===== src/rtl/pc_unit.sv =====
// Program-counter unit: next-PC select (JALR > JAL > branch > +4), stall, retire counter.
// Define PC_ALIGN_CHECK_EN to enable the misaligned-target trap and the RUN/HALT FSM.
module pc_unit #(
  parameter int              XLEN         = 32,
  parameter logic [XLEN-1:0] RESET_VECTOR = '0,
  parameter logic [XLEN-1:0] TRAP_VECTOR  = XLEN'(32'h0000_0100),
  parameter int              CNT_W        = 32
) (
  input  logic             clk,
  input  logic             rst,
  input  logic             stall,
  input  logic             branch_taken,
  input  logic [XLEN-1:0]  branch_offset,
  input  logic             jal,
  input  logic [XLEN-1:0]  jal_offset,
  input  logic             jalr,
  input  logic [XLEN-1:0]  rs1,
  input  logic [XLEN-1:0]  jalr_imm,
  input  logic             resume,
  output logic [XLEN-1:0]  pc_out,
  output logic [XLEN-1:0]  pc_plus4,
  output logic             halted,
  output logic [XLEN-1:0]  trap_pc,
  output logic [XLEN-1:0]  trap_addr,
  output logic [CNT_W-1:0] retired
);

  // No valid/ready handshake: every control input is level-sampled on each rising edge.
  logic [XLEN-1:0]  pc_q, pc_d;
  logic [XLEN-1:0]  jalr_sum, raw_target;
  logic [CNT_W-1:0] retired_q;
  logic             ctrl, retire;

  assign jalr_sum = rs1 + jalr_imm;
  assign ctrl     = jalr | jal | branch_taken;

  always_comb begin
    raw_target = pc_q + branch_offset;
    if (jalr)
      raw_target = jalr_sum & ~XLEN'(1);
    else if (jal)
      raw_target = pc_q + jal_offset;
  end

`ifdef PC_ALIGN_CHECK_EN
  typedef enum logic {S_RUN = 1'b0, S_HALT = 1'b1} state_t;

  state_t          state_q, state_d;
  logic [XLEN-1:0] trap_pc_q, trap_pc_d, trap_addr_q, trap_addr_d;

  always_comb begin
    pc_d        = pc_q;
    state_d     = state_q;
    trap_pc_d   = trap_pc_q;
    trap_addr_d = trap_addr_q;
    retire      = 1'b0;
    case (state_q)
      S_RUN: begin
        if (!stall) begin
          retire = 1'b1;
          if (ctrl && (raw_target[1:0] != 2'b00)) begin
            // Faulting instruction still retires; fetch freezes at its PC.
            state_d     = S_HALT;
            trap_pc_d   = pc_q;
            trap_addr_d = raw_target;
          end else if (ctrl) begin
            pc_d = raw_target;
          end else begin
            pc_d = pc_q + XLEN'(4);
          end
        end
      end
      S_HALT: begin
        if (resume) begin
          pc_d    = TRAP_VECTOR;
          state_d = S_RUN;
        end
      end
      default: state_d = S_RUN;
    endcase
  end

  always_ff @(posedge clk) begin
    if (rst) begin
      state_q     <= S_RUN;
      trap_pc_q   <= '0;
      trap_addr_q <= '0;
    end else begin
      state_q     <= state_d;
      trap_pc_q   <= trap_pc_d;
      trap_addr_q <= trap_addr_d;
    end
  end

  assign halted    = (state_q == S_HALT);
  assign trap_pc   = trap_pc_q;
  assign trap_addr = trap_addr_q;
`else
  logic unused_ok;

  // Without the check, targets are silently aligned to a word and the unit never halts.
  always_comb begin
    pc_d   = pc_q;
    retire = 1'b0;
    if (!stall) begin
      retire = 1'b1;
      pc_d   = ctrl ? (raw_target & ~XLEN'(3)) : (pc_q + XLEN'(4));
    end
  end

  assign unused_ok = ^{resume, TRAP_VECTOR};
  assign halted    = 1'b0;
  assign trap_pc   = '0;
  assign trap_addr = '0;
`endif

  always_ff @(posedge clk) begin
    if (rst) begin
      pc_q      <= RESET_VECTOR;
      retired_q <= '0;
    end else begin
      pc_q <= pc_d;
      if (retire)
        retired_q <= retired_q + CNT_W'(1);
    end
  end

  assign pc_out   = pc_q;
  assign pc_plus4 = pc_q + XLEN'(4);
  assign retired  = retired_q;

endmodule


===== config.mk =====
export PLATFORM = sky130hd
export DESIGN_NAME = pc_unit
export DESIGN_NICKNAME = d
export VERILOG_FILES = /design/src/rtl/pc_unit.sv
export SDC_FILE = /design/constraint.sdc
export NUM_CORES = 1
export LEC_CHECK = 0
export BUFFER_PORTS_ARGS = -buffer_cell sky130_fd_sc_hd__buf_2
export CAP_MARGIN = 0
export CORE_ASPECT_RATIO = 0.5
export CORE_MARGIN = 3
export CORE_UTILIZATION = 35
export CTS_CLUSTER_DIAMETER = 200
export DETAILED_ROUTE_END_ITERATION = 10
export SETUP_SLACK_MARGIN = 0.05
export SLEW_MARGIN = 20
export SYNTH_ARGS = -nofsm -noshare
export SYNTH_HDL_FRONTEND = slang
export SYNTH_SLANG_ARGS = --single-unit

===== constraint.sdc =====
create_clock -name clk -period 4 [get_ports clk]
set_clock_uncertainty 0.1 [all_clocks]
set_input_delay 0.6 -clock clk [delete_from_list [all_inputs] [get_ports clk]]
set_output_delay 0.6 -clock clk [all_outputs]
set_load 0.005 [all_outputs]

==> results.md, run 1 <==
Run status:
- The run finished with clean final reports.

Routing:
- The detailed router used layers up to and including met4.
- For this block, wires on met1 add up to 10,500 um.
- The total via count in the routed design is 7,325.
- The residual DRC count is 0.
- The routed wire length per instance is 16.4 um.
- The number of antenna-violating nets in the routed design is 0.
- The routed design uses 1270 um of met3 wire.
- The number of DRC markers after the initial detailed-route iteration is 396.
- The iteration count of the initial detailed-routing pass is 5.
- The sum of routed wire length over all layers is 23,200 um.
- The met2 wire length is 11,000 um.
- The via-per-instance ratio is 5.20.

Critical path:
- The kind of critical path is input pin to flip-flop.
- The count of buffer and inverter cells on the critical path is 2.
- Across all register-to-register paths, the minimum setup slack is 1030 ps.
- Measured in cells, the most critical reg-to-reg path has a length of 10.
- The worst register-to-register path ends at pc_out[26].
- The startpoint identified for the worst register-to-register timing path is pc_out[3].
- The kind of launch point of the worst setup path is an input pin.
- On the critical path, the stage with the largest delay is an instance of sky130_fd_sc_hd__ha_1.
- At the worst endpoint, the arrival time is 3740 ps.
- The required time of the critical path is 4100 ps.
- For this run, the slowest stage of the critical path takes 370 ps.
- The cell count along the critical path is 12.
- Following the worst setup path forward leads to its endpoint at pc_out[31].
- Walking the worst path, the cells encountered are buf_2, buf_4, mux2_2, ha_1, nand4_1, or3_1, a21oi_1, o211ai_1, a21boi_1, o2111ai_1, a41oi_1, o211ai_1.
- The category of the worst setup path capture point is a flip-flop.
- Among the stages of the critical path, the cell type that occurs most often is sky130_fd_sc_hd__o211ai_1.
- The cell family contributing the most delay on the critical path is compound AO/OA/AOI/OAI gates.
- The launching instance or port of the critical path is jal.
- The critical-path maximum fanout is 16.

Placement:
- The detailed placement HPWL is 18,700 um.
- Routability-driven placement finished with a final weighted congestion of 0.897.
- Input and output buffers added on the ports amount to 221.
- The cell total after placement is 1,394.

Logic synthesis:
- The dominant synthesized flop cell is sky130_fd_sc_hd__dfxtp_1.
- The mapped netlist covers 7140 um2.
- After synthesis, flip-flops and latches occupy 17.4% of the total area.
- The share of synthesized registers carrying an async set or reset is 0%.
- The flip-flop and latch count after synthesis is 62.
- The number of synthesis warnings is 0.
- The per-instance average area after synthesis is 7.70 um2.
- The synthesized instance count is 927.
- In this run, distinct cell masters in the synthesized netlist total 72.
- Counting flops with a built-in enable in the synthesized netlist gives 0.

STA:
- Subtracting the final worst setup slack from the clock period gives 3640 ps.
- Setup repair after global routing left no endpoint under its margin.
- The headroom to the max-slew limit is 54.5%.
- The maximum clock rate is 0.275 GHz.
- The final hold violation count is 0.
- The max-slew violation count was 0.
- The fraction of the cycle the final worst path needs is 91.0%.
- Setup violations remaining at the end of the flow were counted as 0.
- The actual slew at the worst max-slew pin is 682 ps.

Floorplanning:
- The die is 107 um tall.
- In this run the core area contains 36 standard-cell rows.
- The initial utilization of the core area, before any placement, comes to 36.2%.
- The die covers 22,200 um2.
- 296 I/O pins were placed.
- The horizontal die dimension is 208 um.
- The total area inside the core boundary comes to 19,700 um2.

Global routing:
- The first global-routing pass estimated 35,900 um of wire.
- Entering global routing, the biggest net connects 35 pins.
- The all-layer global routing usage is 19.8%.
- The initial antenna violation count is 0.
- Global routing finished with a remaining overflow of 0.
- The via count of the first global-routing pass is 6,915.

Clocking:
- TritonCTS built the clock tree.
- The number of buffers inserted to repair setup after CTS is 0.
- CTS placed an instance of sky130_fd_sc_hd__clkbuf_16 at the clock tree root.
- The H-tree was split into 3 levels.
- Clock-pin slew was measured on the worst setup and hold paths at 60 ps.
- The number of clock sinks is 62.
- For the worst-skew pair, the clock arrives at the later sink with an insertion delay of 330 ps.
- The longest clock path from root to sink contains 2 buffers.
- The number of clock buffers added by TritonCTS is 9.

Final layout:
- The area growth from synthesis to final layout is 20.0%.
- The end-of-flow core utilization is 43.4%.
- The ratio of cells with drive above 1 in the final layout is 26.6%.
- The number of nets in the finished design is 1,335.
- The number of non-filler instances in the completed layout is 1,410.
- The repair_antennas step left the layout with diodes totalling 0.

Power:
- Internal power comes to 1.67 mW.
- The relative contribution of combinational cells to total power is 39.5%.
- Per report_power, the sequential group accounts for 27.2% of the total.
- The power per cell area is 310 nW/um2.
- The design draws 2.66 mW.
- Of the total power, the share spent switching nets is 37.0%.
- The clock network accounts for 33.3% of the total power.
- The analysis attributes to cell leakage a power of 4.13 nW.
- The power spent charging and discharging nets is 0.983 mW.
- VDD sags by at most 214 uV.

Min path:
- The min-delay analysis places its worst path in the category flip-flop to flip-flop.

Flow run:
- The max-capacitance violation count is 0.
-- worst min path at each step --
stage	cells past startpoint	slack [ps]	start	end
after floorplan	2	380	retired[14]	retired[14]
after global placement	2	380	retired[19]	retired[19]
after detailed placement	2	390	retired[14]	retired[14]
after CTS	2	410	retired[14]	retired[14]
after global routing	2	440	retired[14]	retired[14]
final	2	410	retired[14]	retired[14]
-- power by group through the flow --
stage / registers [mW] / clock network [mW] / logic, mW
global route: 0.731 / 0.916 / 1.17
finish: 0.724 / 0.885 / 1.05
detailed placement: 0.736 / 0 / 1.04
floorplan: 0.720 / 0 / 0.765
global placement: 0.734 / 0 / 1.03
CTS: 0.722 / 0.898 / 1.05
-- synth_stat cells, drive strengths merged (7+ instances only) --
library cell	number	share of area [%]
nand2	90	4.7
nor2	83	4.4
a21oi	80	5.8
buf	76	7.7
dfxtp	62	17
ha	61	11
xnor2	57	7.0
xor2	42	5.2
o21ai	37	2.7
mux2	30	4.7
nand3	28	2.0
clkbuf	26	2.2
and3	23	2.0
a21o	22	2.3
inv	21	1.1
a211oi	20	2.2
nand4	18	1.6
nor3	18	1.3
o211ai	16	1.8
a31oi	12	1.1
and4	7	0.86
or3	7	0.61
-- registers in the layout (all words and copies together) (netlist names) --
signal	flops
pc_out	30
retired	32
-- cell families after synthesis --
| group | after synthesis | synth area share [%] |
|---|---|---|
| fa+ha+maj | 61 | 10.7 |
| xor+xnor | 99 | 12.1 |
| flops | 62 | 17.4 |
| simple gates | 305 | 20.3 |
| compound gates | 240 | 22.8 |
| buf+inv | 123 | 11.0 |
| other cells | 1 | 0.0525 |
| mux | 36 | 5.57 |
-- cell type report --
class | instances | area [um2]
fill | 2081 | 11200
multi-input combinational | 810 | 5370
sequential | 62 | 1240
timing repair buffer | 235 | 1210
tap | 266 | 333
clock buffer | 9 | 225
clock inverter | 7 | 104
inverter | 21 | 78.8
-- what timing repair did --
action                     in CTS  in global routing
setup endpoints to repair       0                  2
resized for setup               0                  1
hold buffers                    0                  0
-- worst min-delay path: cells and delay by family, from the launching register on --
kind            cells  cell delay, ps
flops               1             330
compound gates      2             140
-- layer usage --
metal / vias to the layer above / GRT usage, %
met5: - / 0
met4: 0 / 3.94
met3: 24 / 3.42
met2: 213 / 34.8
met1: 3433 / 25.7
li1: 3655 / -
-- stage by stage --
step           area [um2]  setup TNS [ps]  setup slack [ps]  hold WS, ps
3_5_place_dp         8230           -50.6             -50.6          393
5_1_grt              8560               0              74.8          439
4_1_cts              8560               0               279          406
6_report             8560               0               362          409
2_1_floorplan        7390               0               482          383
3_3_place_gp         8230               0              69.7          378
-- cells in the final DEF, fill, tap and decap left out, drive strengths merged, types with 22 or more instances in the layout --
cell,n
xnor2,57
inv,24
dfxtp,62
buf,235
mux2,30
conb,69
a21o,22
and3,23
o21ai,37
nor2,83
xor2,42
ha,61
nand2,90
a21oi,80
nand3,28
Power figures use the tool's default switching activity.
==> run 2: changes to the inputs <==
--- a/config.mk
+++ b/config.mk
@@ -7,11 +7,12 @@
 export LEC_CHECK = 0
 export BUFFER_PORTS_ARGS = -buffer_cell sky130_fd_sc_hd__buf_2
 export CAP_MARGIN = 0
-export CORE_ASPECT_RATIO = 0.5
+export CORE_ASPECT_RATIO = 1.25
 export CORE_MARGIN = 3
 export CORE_UTILIZATION = 35
 export CTS_CLUSTER_DIAMETER = 200
 export DETAILED_ROUTE_END_ITERATION = 10
+export RECOVER_POWER = 100
 export SETUP_SLACK_MARGIN = 0.05
 export SLEW_MARGIN = 20
 export SYNTH_ARGS = -nofsm -noshare
==> run 2 against run 1 <==
The run now ends with max-capacitance violations, max-slew violations left. Clock power decreased by 5.6%. Largest cell class unchanged. Flip-flop and latch count unchanged. Routed wire length decreased by 1.9%. Critical path depth unchanged. First-iteration DRC count increased by 1.0%. Register-to-register slack got worse by 90 ps. Die area decreased by 0.42%. Critical path type unchanged. Final cell count about the same. Non-clock buffer count increased by 2. Global-route usage decreased by 0.42 points. Sequential power about the same. Largest power group unchanged. Clock-buffer cell count unchanged.
==> results.md, run 2 (synthesis results as in run 1) <==
Run status:
- Status: finished with violations (was finished clean).
- The final reports fail on max-capacitance violations, max-slew violations.

Final layout:
- The fill cell total of the finished layout was 2,114 (was 2,081).
- The number of nets in the finished design was 1,337 (was 1,335).
- The number of non-filler instances in the completed layout is 1,411 (was 1,410).
- The area growth from synthesis to final layout came to 18.5% (was 20.0%).
- The ratio of cells with drive above 1 in the final layout is 20.2% (was 26.6%).
- Commonest non-fill, non-tap cells in the layout: sky130_fd_sc_hd__buf_2 (155), sky130_fd_sc_hd__nand2_1 (90), sky130_fd_sc_hd__nor2_1 (82) (was sky130_fd_sc_hd__buf_2 (221), sky130_fd_sc_hd__nand2_1 (90), sky130_fd_sc_hd__nor2_1 (82)).
- The flip-flop count of the largest register, all copies and words added was 32 (unchanged).
- The most common cell after layout, fill and taps aside is sky130_fd_sc_hd__buf_2 (unchanged).
- The register area is 1240 um2 (unchanged).
- The diode insertion count for antenna repair is 0 (unchanged).
- The footprint of the multi-input gates is 5360 um2 (was 5370 um2).

Global routing:
- The global-route wire length before repair is 34,900 um (was 35,900 um).
- The pin count of the biggest net entering global routing is 35 (unchanged).
- The via count of the first global-routing pass is 6,733 (was 6,915).
- The initial antenna violation count is 0 (unchanged).
- The all-layer global routing usage was 19.4% (was 19.8%).
- The final global-route overflow total is 0 (unchanged).

STA:
- The maximum clock rate came to 0.274 GHz (was 0.275 GHz).
- The final hold slack is 402 ps (was 409 ps).
- The number of failing setup endpoints in the final timing report is 0 (unchanged).
- The final hold violation count is 0 (unchanged).
- The aggregate negative setup slack was 0 ps (unchanged).
- The worst setup slack after layout is 344 ps (was 362 ps).
- Setup repair after global routing missed its margin: false (unchanged).
- The actual slew at the worst max-slew pin came to 1850 ps (was 682 ps).
- The fraction of the cycle the final worst path needs is 91.4% (was 91.0%).
- The max-slew violation count is 27 (was 0).
- The shortest clock period the worst path allows after layout is 3660 ps (was 3640 ps).
- The headroom to the max-slew limit is -23.2% (was 54.5%).

Power:
- The power spent charging and discharging nets is 0.988 mW (was 0.983 mW).
- The switching part of the total power is 38.2% (was 37.0%).
- The power per cell area came to 306 nW/um2 (was 310 nW/um2).
- The maximum resistive drop on vdd is 159 uV (was 214 uV).
- The sequential power share is 28.0% (was 27.2%).
- The leakage power is 3.85 nW (was 4.13 nW).
- The relative contribution of combinational cells to total power came to 39.7% (was 39.5%).
- The cell-internal power is 1.60 mW (was 1.67 mW).
- The share of total power in the clock network is 32.3% (was 33.3%).

Routing:
- The number of DRC markers after the initial detailed-route iteration is 400 (was 396).
- The iteration count of the initial detailed-routing pass is 6 (was 5).
- The routed wire length per instance was 16.1 um (was 16.4 um).
- The sum of routed wire length over all layers came to 22,700 um (was 23,200 um).
- The number of antenna-violating nets in the routed design is 0 (unchanged).
- The residual DRC count was 0 (unchanged).
- The total via count in the routed design is 7,339 (was 7,325).
- The via-per-instance ratio was 5.20 (about the same).

Floorplanning:
- The total number of placement rows is 57 (was 36).
- The I/O pin count was 296 (unchanged).
- The core region area is 19,800 um2 (was 19,700 um2).
- The height of the chip came to 166 um (was 107 um).
- The die outline area was 22,200 um2 (about the same).
- The starting density of the core is 36.1% (was 36.2%).
- The horizontal die dimension was 134 um (was 208 um).

Critical path:
- The category of the worst setup path capture point is a flip-flop (unchanged).
- The longest individual stage delay on the worst path came to 400 ps (was 370 ps).
- The highest-delay cell along the critical path was sky130_fd_sc_hd__mux2_2 (was sky130_fd_sc_hd__ha_1).
- The internal reg-to-reg setup slack is 940 ps (was 1030 ps).
- The capture instance of the worst register-to-register path is pc_out[27] (was pc_out[26]).
- The required time of the critical path is 4150 ps (was 4100 ps).
- The number of cells on the worst reg-to-reg path is 10 (unchanged).
- The kind of launch point of the worst setup path is an input pin (unchanged).
- The critical-path maximum fanout is 16 (unchanged).
- The arrival time reported for the critical path endpoint came to 3810 ps (was 3740 ps).
- The reg-to-reg critical path startpoint is pc_out[2] (was pc_out[3]).
- Worst-path cell chain: buf_2, mux2_2, ha_1, nand3_1, o22ai_4, o2111ai_1, a31oi_2, a211oi_2, o311ai_0, a21oi_1, a31o_1, a221oi_1 (was buf_2, buf_4, mux2_2, ha_1, nand4_1, or3_1, a21oi_1, o211ai_1, a21boi_1, o2111ai_1, a41oi_1, o211ai_1).
- The kind of critical path is input pin to flip-flop (unchanged).

Clocking:
- The number of gates given a new drive strength after cts is 0 (unchanged).
- The number of hold buffers added after CTS came to 0 (unchanged).
- The number of clock buffers inserted by TritonCTS came to 9 (unchanged).
- The worst-skew pair later-pin latency is 340 ps (was 330 ps).
- The number of buffers on the longest clock path was 2 (unchanged).
- The clock transition at the registers of the reported paths is 60 ps (about the same).
- The number of buffers inserted to repair setup after CTS came to 0 (unchanged).
- The H-tree depth is 3 (unchanged).
- The cell at the root of the clock tree is sky130_fd_sc_hd__clkbuf_16 (unchanged).
- The clock tree from TritonCTS is done (unchanged).
- The number of clock sinks was 62 (unchanged).

Placement:
- The detailed placement HPWL was 18,100 um (was 18,700 um).
- The placer's final routability congestion estimate was 0.869 (was 0.897).
- The cell total after placement is 1,395 (was 1,394).
- The pre-CTS setup slack is 62.7 ps (was -50.6 ps).
- The count of input and output buffers is 221 (unchanged).

Min path:
- The worst-case hold path end point is retired[16] (was retired[14]).
- The worst hold path stage count is 2 (unchanged).
- The type of the most critical hold path was flip-flop to flip-flop (unchanged).
- The launch instance of the worst min-delay path is retired[16] (was retired[14]).

Flow run:
- The max-capacitance violation count came to 1 (was 0).
run 2: cell types whose count changed in the layout (fill, tap and decap cells not counted), sizes merged:
cell | previous run | this run
bufinv | 2 | 1
buf | 235 | 168
clkinvlp | 0 | 2
clkbuf | 9 | 78
clkinv | 2 | 1
run 2: worst max path at each step:
stage | from | endpoint | slack [ps] | depth (start not counted)
3_5_place_dp | jal | pc_out[31] | 60 | 12
4_1_cts | pc_out[2] | pc_plus4[30] | 380 | 7
5_1_grt | jal | pc_out[27] | 100 | 12
3_3_place_gp | jal | pc_out[31] | 90 | 12
6_report | jal | pc_out[27] | 340 | 12
2_1_floorplan | jal | pc_out[30] | 480 | 12
run 2: final cells by class:
class                      count  area share, %
clock buffer                   9           2.66
clock inverter                 7          0.946
inverter                      21          0.932
multi-input combinational    810           63.3
sequential                    62           14.7
tap                          265           3.92
timing repair buffer         237           13.5
run 2: layer usage:
| metal | share of wire [%] | vias to the layer above | track usage, % | wire length, um |
|---|---|---|---|---|
| met1 | 43 | 3380 | 24.6 | 9790 |
| met3 | 6.3 | 27 | 2.88 | 1430 |
| met2 | 49 | 274 | 34.2 | 11000 |
| met5 | 0 | - | 0 | 0 |
| met4 | 2.1 | 0 | 4.88 | 470 |
| li1 | - | 3658 | - | - |
run 2: through the flow:
step                power, mW  area, um2  util, %
floorplan                1.48       7390        -
global placement         1.77       8260     41.8
detailed placement       1.77       8260     41.8
CTS                      2.62       8570     43.4
global route             2.76       8460     42.8
finish                   2.59       8460     42.8
run 2: power groups by stage:
stage	Sequential, mW	Clock (mW)	Combinational [mW]
4_1_cts	0.724	0.852	1.04
2_1_floorplan	0.720	0	0.765
3_3_place_gp	0.738	0	1.03
5_1_grt	0.733	0.877	1.15
6_report	0.725	0.835	1.03
3_5_place_dp	0.737	0	1.04
run 2: worst max-delay path, delay by kind of cell:
family / cells / cell delay, ps
multiplexers: 1 / 400
adder cells (fa/ha/maj): 1 / 350
AND/OR/NAND/NOR: 1 / 140
buffers and inverters: 1 / 380
AO/OA/AOI/OAI: 8 / 1920
